`src/rtl/mac_pkg.sv`:
```
// Shared types, default widths and the saturating counter helper for the MAC accumulator.
package mac_pkg;

  typedef enum logic {
    ACCUM = 1'b0,
    HOLD  = 1'b1
  } state_t;

  localparam int PROD_W_DEF = 16;
  localparam int ACC_W_DEF  = 32;
  localparam int CNT_W_DEF  = 8;
  localparam int CNT_MAX_W  = 32;

  // Increment that sticks at the all-ones value of the caller's counter width.
  function automatic logic [CNT_MAX_W-1:0] sat_inc(input logic [CNT_MAX_W-1:0] value,
                                                   input logic [CNT_MAX_W-1:0] all_ones);
    if (value == all_ones) begin
      return value;
    end else begin
      return value + 32'd1;
    end
  endfunction

endpackage

```
`src/rtl/mac_sat_add.sv`:
```
// Accumulator adder: sign-extends the product, flags signed overflow at ACC_W,
// and clamps to the signed range when MAC_SAT_EN is defined (wraps otherwise).
module mac_sat_add
  import mac_pkg::*;
#(
  parameter int PROD_W = PROD_W_DEF,
  parameter int ACC_W  = ACC_W_DEF
) (
  input  logic [ACC_W-1:0]  acc,
  input  logic [PROD_W-1:0] prod,
  output logic [ACC_W-1:0]  sum,
  output logic              ovf
);

  localparam logic [ACC_W-1:0] ACC_MAX = {1'b0, {(ACC_W-1){1'b1}}};
  localparam logic [ACC_W-1:0] ACC_MIN = {1'b1, {(ACC_W-1){1'b0}}};

  logic [ACC_W-1:0] prod_ext;
  logic [ACC_W-1:0] raw;

  assign prod_ext = {{(ACC_W-PROD_W){prod[PROD_W-1]}}, prod};
  assign raw      = acc + prod_ext;
  assign ovf      = (acc[ACC_W-1] == prod_ext[ACC_W-1]) && (raw[ACC_W-1] != acc[ACC_W-1]);

  always_comb begin
    sum = raw;
`ifdef MAC_SAT_EN
    if (ovf) begin
      // Both operands share a sign on overflow, so acc's sign picks the rail.
      sum = acc[ACC_W-1] ? ACC_MIN : ACC_MAX;
    end else begin
      sum = raw;
    end
`endif
  end

endmodule

```
`src/rtl/mac_accumulator.sv`:
```
// Streaming signed multiply-accumulate reduction stage with valid/ready handshakes.
// Optional clamping of the running sum is enabled by defining MAC_SAT_EN.
module mac_accumulator
  import mac_pkg::*;
#(
  parameter int PROD_W = PROD_W_DEF,
  parameter int ACC_W  = ACC_W_DEF,
  parameter int CNT_W  = CNT_W_DEF
) (
  input  logic              clk,
  input  logic              rst,
  input  logic              in_valid,
  output logic              in_ready,
  input  logic [PROD_W-1:0] in_prod,
  input  logic              in_last,
  output logic              out_valid,
  input  logic              out_ready,
  output logic [ACC_W-1:0]  out_acc,
  output logic [CNT_W-1:0]  out_count,
  output logic              out_ovf
);

  localparam logic [CNT_W-1:0] CNT_ONES = {CNT_W{1'b1}};

  state_t           state;
  state_t           state_next;
  logic [ACC_W-1:0] acc;
  logic [ACC_W-1:0] sum;
  logic [CNT_W-1:0] cnt;
  logic [CNT_W-1:0] cnt_inc;
  logic             ovf;
  logic             add_ovf;
  logic             accept;
  logic             last_accept;

  mac_sat_add #(
    .PROD_W(PROD_W),
    .ACC_W (ACC_W)
  ) u_add (
    .acc (acc),
    .prod(in_prod),
    .sum (sum),
    .ovf (add_ovf)
  );

  assign out_valid   = (state == HOLD);
  assign in_ready    = !out_valid || out_ready;
  assign accept      = in_valid && in_ready;
  assign last_accept = accept && in_last;
  assign cnt_inc     = CNT_W'(sat_inc(CNT_MAX_W'(cnt), CNT_MAX_W'(CNT_ONES)));

  always_comb begin
    state_next = state;
    case (state)
      ACCUM: begin
        if (last_accept) begin
          state_next = HOLD;
        end else begin
          state_next = ACCUM;
        end
      end
      HOLD: begin
        // A drain coinciding with a new last term reloads and stays in HOLD.
        if (last_accept) begin
          state_next = HOLD;
        end else if (out_ready) begin
          state_next = ACCUM;
        end else begin
          state_next = HOLD;
        end
      end
      default: state_next = ACCUM;
    endcase
  end

  always_ff @(posedge clk) begin
    if (rst) begin
      state     <= ACCUM;
      acc       <= '0;
      cnt       <= '0;
      ovf       <= 1'b0;
      out_acc   <= '0;
      out_count <= '0;
      out_ovf   <= 1'b0;
    end else begin
      state <= state_next;
      if (last_accept) begin
        out_acc   <= sum;
        out_count <= cnt_inc;
        out_ovf   <= ovf | add_ovf;
        acc       <= '0;
        cnt       <= '0;
        ovf       <= 1'b0;
      end else if (accept) begin
        acc <= sum;
        cnt <= cnt_inc;
        ovf <= ovf | add_ovf;
      end
    end
  end

endmodule

```
`config.mk`:
```
export PLATFORM = sky130hd
export DESIGN_NAME = mac_accumulator
export DESIGN_NICKNAME = d
export VERILOG_FILES = /design/src/rtl/mac_pkg.sv /design/src/rtl/mac_sat_add.sv /design/src/rtl/mac_accumulator.sv
export SDC_FILE = /design/constraint.sdc
export NUM_CORES = 1
export LEC_CHECK = 0
export ABC_AREA = 1
export BUFFER_PORTS_ARGS = -buffer_cell sky130_fd_sc_hd__buf_2
export CAP_MARGIN = 20
export CORE_MARGIN = 3
export CORE_UTILIZATION = 45
export DETAILED_ROUTE_END_ITERATION = 12
export PLACE_DENSITY = 0.74
export SLEW_MARGIN = 20
export SYNTH_ARGS = -nofsm -noshare
export SYNTH_HDL_FRONTEND = slang
export SYNTH_SLANG_ARGS = --single-unit
```
`constraint.sdc`:
```
create_clock -name clk -period 5.5 [get_ports clk]
set_clock_uncertainty 0.15 [all_clocks]
set_input_delay 1.1 -clock clk [delete_from_list [all_inputs] [get_ports clk]]
set_output_delay 1.1 -clock clk [all_outputs]
set_load 0.01 [all_outputs]
```
==> results.sh <==
export IMPL_cts_sinks=83
export IMPL_cts_hold_buf=0
export IMPL_utilization=0.530
export IMPL_layout_min_cycle_time_ns=3.16
export IMPL_start_util=0.472
export IMPL_drcViolationCount=0
export IMPL_cts_tree="yes"
export IMPL_wl_mm=14.0
export IMPL_postCtsSetupBuffers=0
export IMPL_tns_ns=0
export IMPL_clkTransAtPathRegs_ns=0.07
export IMPL_cp_end_kind="flop"
export IMPL_crit_fanout=33
export IMPL_synth_distinct_cells=34
export IMPL_critical_path_required_ns=5.60
export IMPL_routabilityCongestion=0.963
export IMPL_htreeDepth=3
export IMPL_rr_endpoint="out_acc[20]"
export IMPL_cts_resized=0
export IMPL_finalInstanceArea_mm2=0.00618
export IMPL_rrSetupSlack_ns=2.89
export IMPL_hold_path_startpoint="out_acc[22]"
export IMPL_num_antenna_cells=0
export IMPL_stdcell_count=1072
export IMPL_die_area_mm2=0.0136
export IMPL_cap_violations=0
export IMPL_yosysSeqAreaShare=0.302
export IMPL_fin_crit_sh=0.574
export IMPL_die_x_um=117
export IMPL_hold_slack_ns=0.299
export IMPL_coreArea_mm2=0.0117
export IMPL_routed_via_density=4.92
export IMPL_clockBufferDepth=2
export IMPL_cts_inserted_buffers=9
export IMPL_gr_usage_all_layers=0.213
export IMPL_syn2layout_area_growth_pct=12.4
export IMPL_synthTopCellsByArea="dfxtp_1 30%, nand2_1 16%, inv_1 10%"
export IMPL_die_h_um=117
export IMPL_r2r_start="out_valid"
export IMPL_arrival_ns=3.25
export IMPL_start_kind="primary input"
export IMPL_rsz0062_at_grt="false"
export IMPL_synth_top_cell_by_area="dfxtp_1"
export IMPL_synthCells=869
export IMPL_syn_area_per_cell_um2=6.33
export IMPL_dpl_hpwl_mm=10.4
export IMPL_synth_top_area_share=0.302
export IMPL_place_inst=1056
export IMPL_grt_pass1_vias=4906
export IMPL_grt_max_degree=59
export IMPL_route_vias_total=5275
export IMPL_drtIter0Drc=317
export IMPL_max_slew_worst_pin_slew_ns=1.04
export IMPL_power_density_mw_per_mm2=279
export IMPL_drive_gt1_frac=0.129
export IMPL_synth_ff_type="dfxtp_1"
export IMPL_netlist_area_mm2=0.00550
export IMPL_power_mw=1.72
export IMPL_layout_area_seq_mm2=0.00166
export IMPL_synth_seq_cells=83
export IMPL_drv_slew=0
export IMPL_antenna_found_initial=0
export IMPL_wire_per_inst_um=13.1
export IMPL_finalSetupViolCount=0
export IMPL_path_class="primary input to flop"
export IMPL_hold_depth=2
export IMPL_multi_input_area_mm2=0.00315
export IMPL_io_buffers=63
export IMPL_pin_count=64
export IMPL_yosysWarnings=0
export IMPL_clk_latency_ns=0.34
export IMPL_vdd_drop_max_mv=0.165
export IMPL_min_to="out_acc[22]"
export IMPL_slew_headroom=0.305
export IMPL_reg2reg_depth=9
export IMPL_post_synth_top_count_cell="nand2_1"
export IMPL_setup_ws_ns=2.35
export IMPL_min_path_type="flop to flop"
export IMPL_leakage_nw=3.64
export IMPL_status="finished clean"
export IMPL_synth_edf_count=0
export IMPL_cts_root_buffer="clkbuf_16"
export IMPL_placed_area_mm2=0.00591
export IMPL_async_reset_ff_frac=0
export IMPL_grt_pass1_wl_mm=23.3
export IMPL_nNetsFinal=978
export IMPL_max_freq_mhz=317
export IMPL_synth_common_cells="238 x nand2_1, 150 x inv_1, 95 x nor2_1, 83 x dfxtp_1, 53 x nand3_1"
export IMPL_ant_nets=0
export IMPL_globalRouteOverflowTotal=0
export IMPL_n_fill_cell=1143
export IMPL_drt_pass1_iterations=6
export IMPL_dp_slack_ns=2.05
export IMPL_rows=39
export IMPL_hold_viol=0
export IMPL_syn_nets=923
==> state kept, by name, indices dropped and copies added, names as in the netlist <==
| register | flops |
|---|---|
| acc | 32 |
| cnt | 8 |
| out_acc | 32 |
| out_count | 8 |
| out_ovf | 1 |
| out_valid | 1 |
| ovf | 1 |
==> power breakdown <==
part           internal, mW  total (mW)  switching (mW)
registers             0.649       0.677          0.0288
clock network         0.310       0.583           0.273
logic                 0.161       0.464           0.304
total                  1.12        1.72           0.605
==> kinds of logic (layout without fill, tap and decap cells) <==
kind of cell               Yosys count  count (layout)  share of synthesized area
adders and majority gates           33              33                     0.0764
xor gates and xnor gates            17              17                     0.0271
and+or+nand+nor                    429             429                      0.329
buffers and inverters              175             235                      0.124
DFF                                 83              83                      0.302
AOI/OAI and AO/OA                  132             132                      0.142
==> layout by cell type (no fill, tap or decap), types with 2 or more instances in the layout <==
| master | count |
|---|---|
| nand2_1 | 238 |
| inv_1 | 150 |
| nor2_1 | 95 |
| dfxtp_1 | 83 |
| buf_2 | 63 |
| nand3_1 | 53 |
| o21ai_0 | 47 |
| a21oi_1 | 39 |
| ha_1 | 32 |
| nand2_2 | 18 |
| o21bai_1 | 18 |
| xor2_1 | 16 |
| o21a_1 | 14 |
| nor2_2 | 9 |
| clkbuf_16 | 9 |
| nor3_1 | 5 |
| a22o_1 | 4 |
| nand3_2 | 3 |
| o21ai_1 | 3 |
| a21oi_2 | 3 |
| inv_6 | 3 |
| buf_4 | 3 |
| inv_2 | 2 |
| nand4_1 | 2 |
| or2_1 | 2 |
| a21o_1 | 2 |
| clkinvlp_4 | 2 |
| clkinv_2 | 2 |
==> worst max-delay path, stage by stage <==
cell and delay (ns):
buf_2 0.08, inv_1 0.04, nand2_2 0.07, nand2_2 0.27, inv_2 0.13, nand2_1 0.12
buf_4 0.23, inv_1 0.77, nand3_1 0.26, nand2_1 0.12, inv_1 0.05
==> how the worst max path moves through the flow <==
stage	from	endpoint	slack, ns
after global placement	out_ready	out_acc[20]	2.16
after global routing	out_ready	out_acc[7]	2.11
after floorplan	in_prod[0]	acc[14]	2.76
after detailed placement	out_ready	out_count[6]	2.05
final	out_ready	out_acc[20]	2.35
after CTS	out_ready	out_acc[20]	2.39
==> cell type report <==
type	instances	share of cell area
timing repair buffer	66	0.0546
inverter	153	0.0929
multi-input combinational	611	0.510
clock buffer	9	0.0364
sequential	83	0.269
tap	143	0.0289
clock inverter	7	0.00830
==> per-layer routing <==
layer | track usage | wire length (µm) | vias to the layer above | part of all wire
met5 | 0 | 0 | - | 0
met4 | 0.0566 | 180 | 0 | 0.013
met3 | 0.0342 | 816 | 15 | 0.058
met2 | 0.352 | 6450 | 146 | 0.46
met1 | 0.290 | 6580 | 2296 | 0.47
li1 | - | - | 2818 | -
No activity file was read; power rests on OpenSTA's default activity.
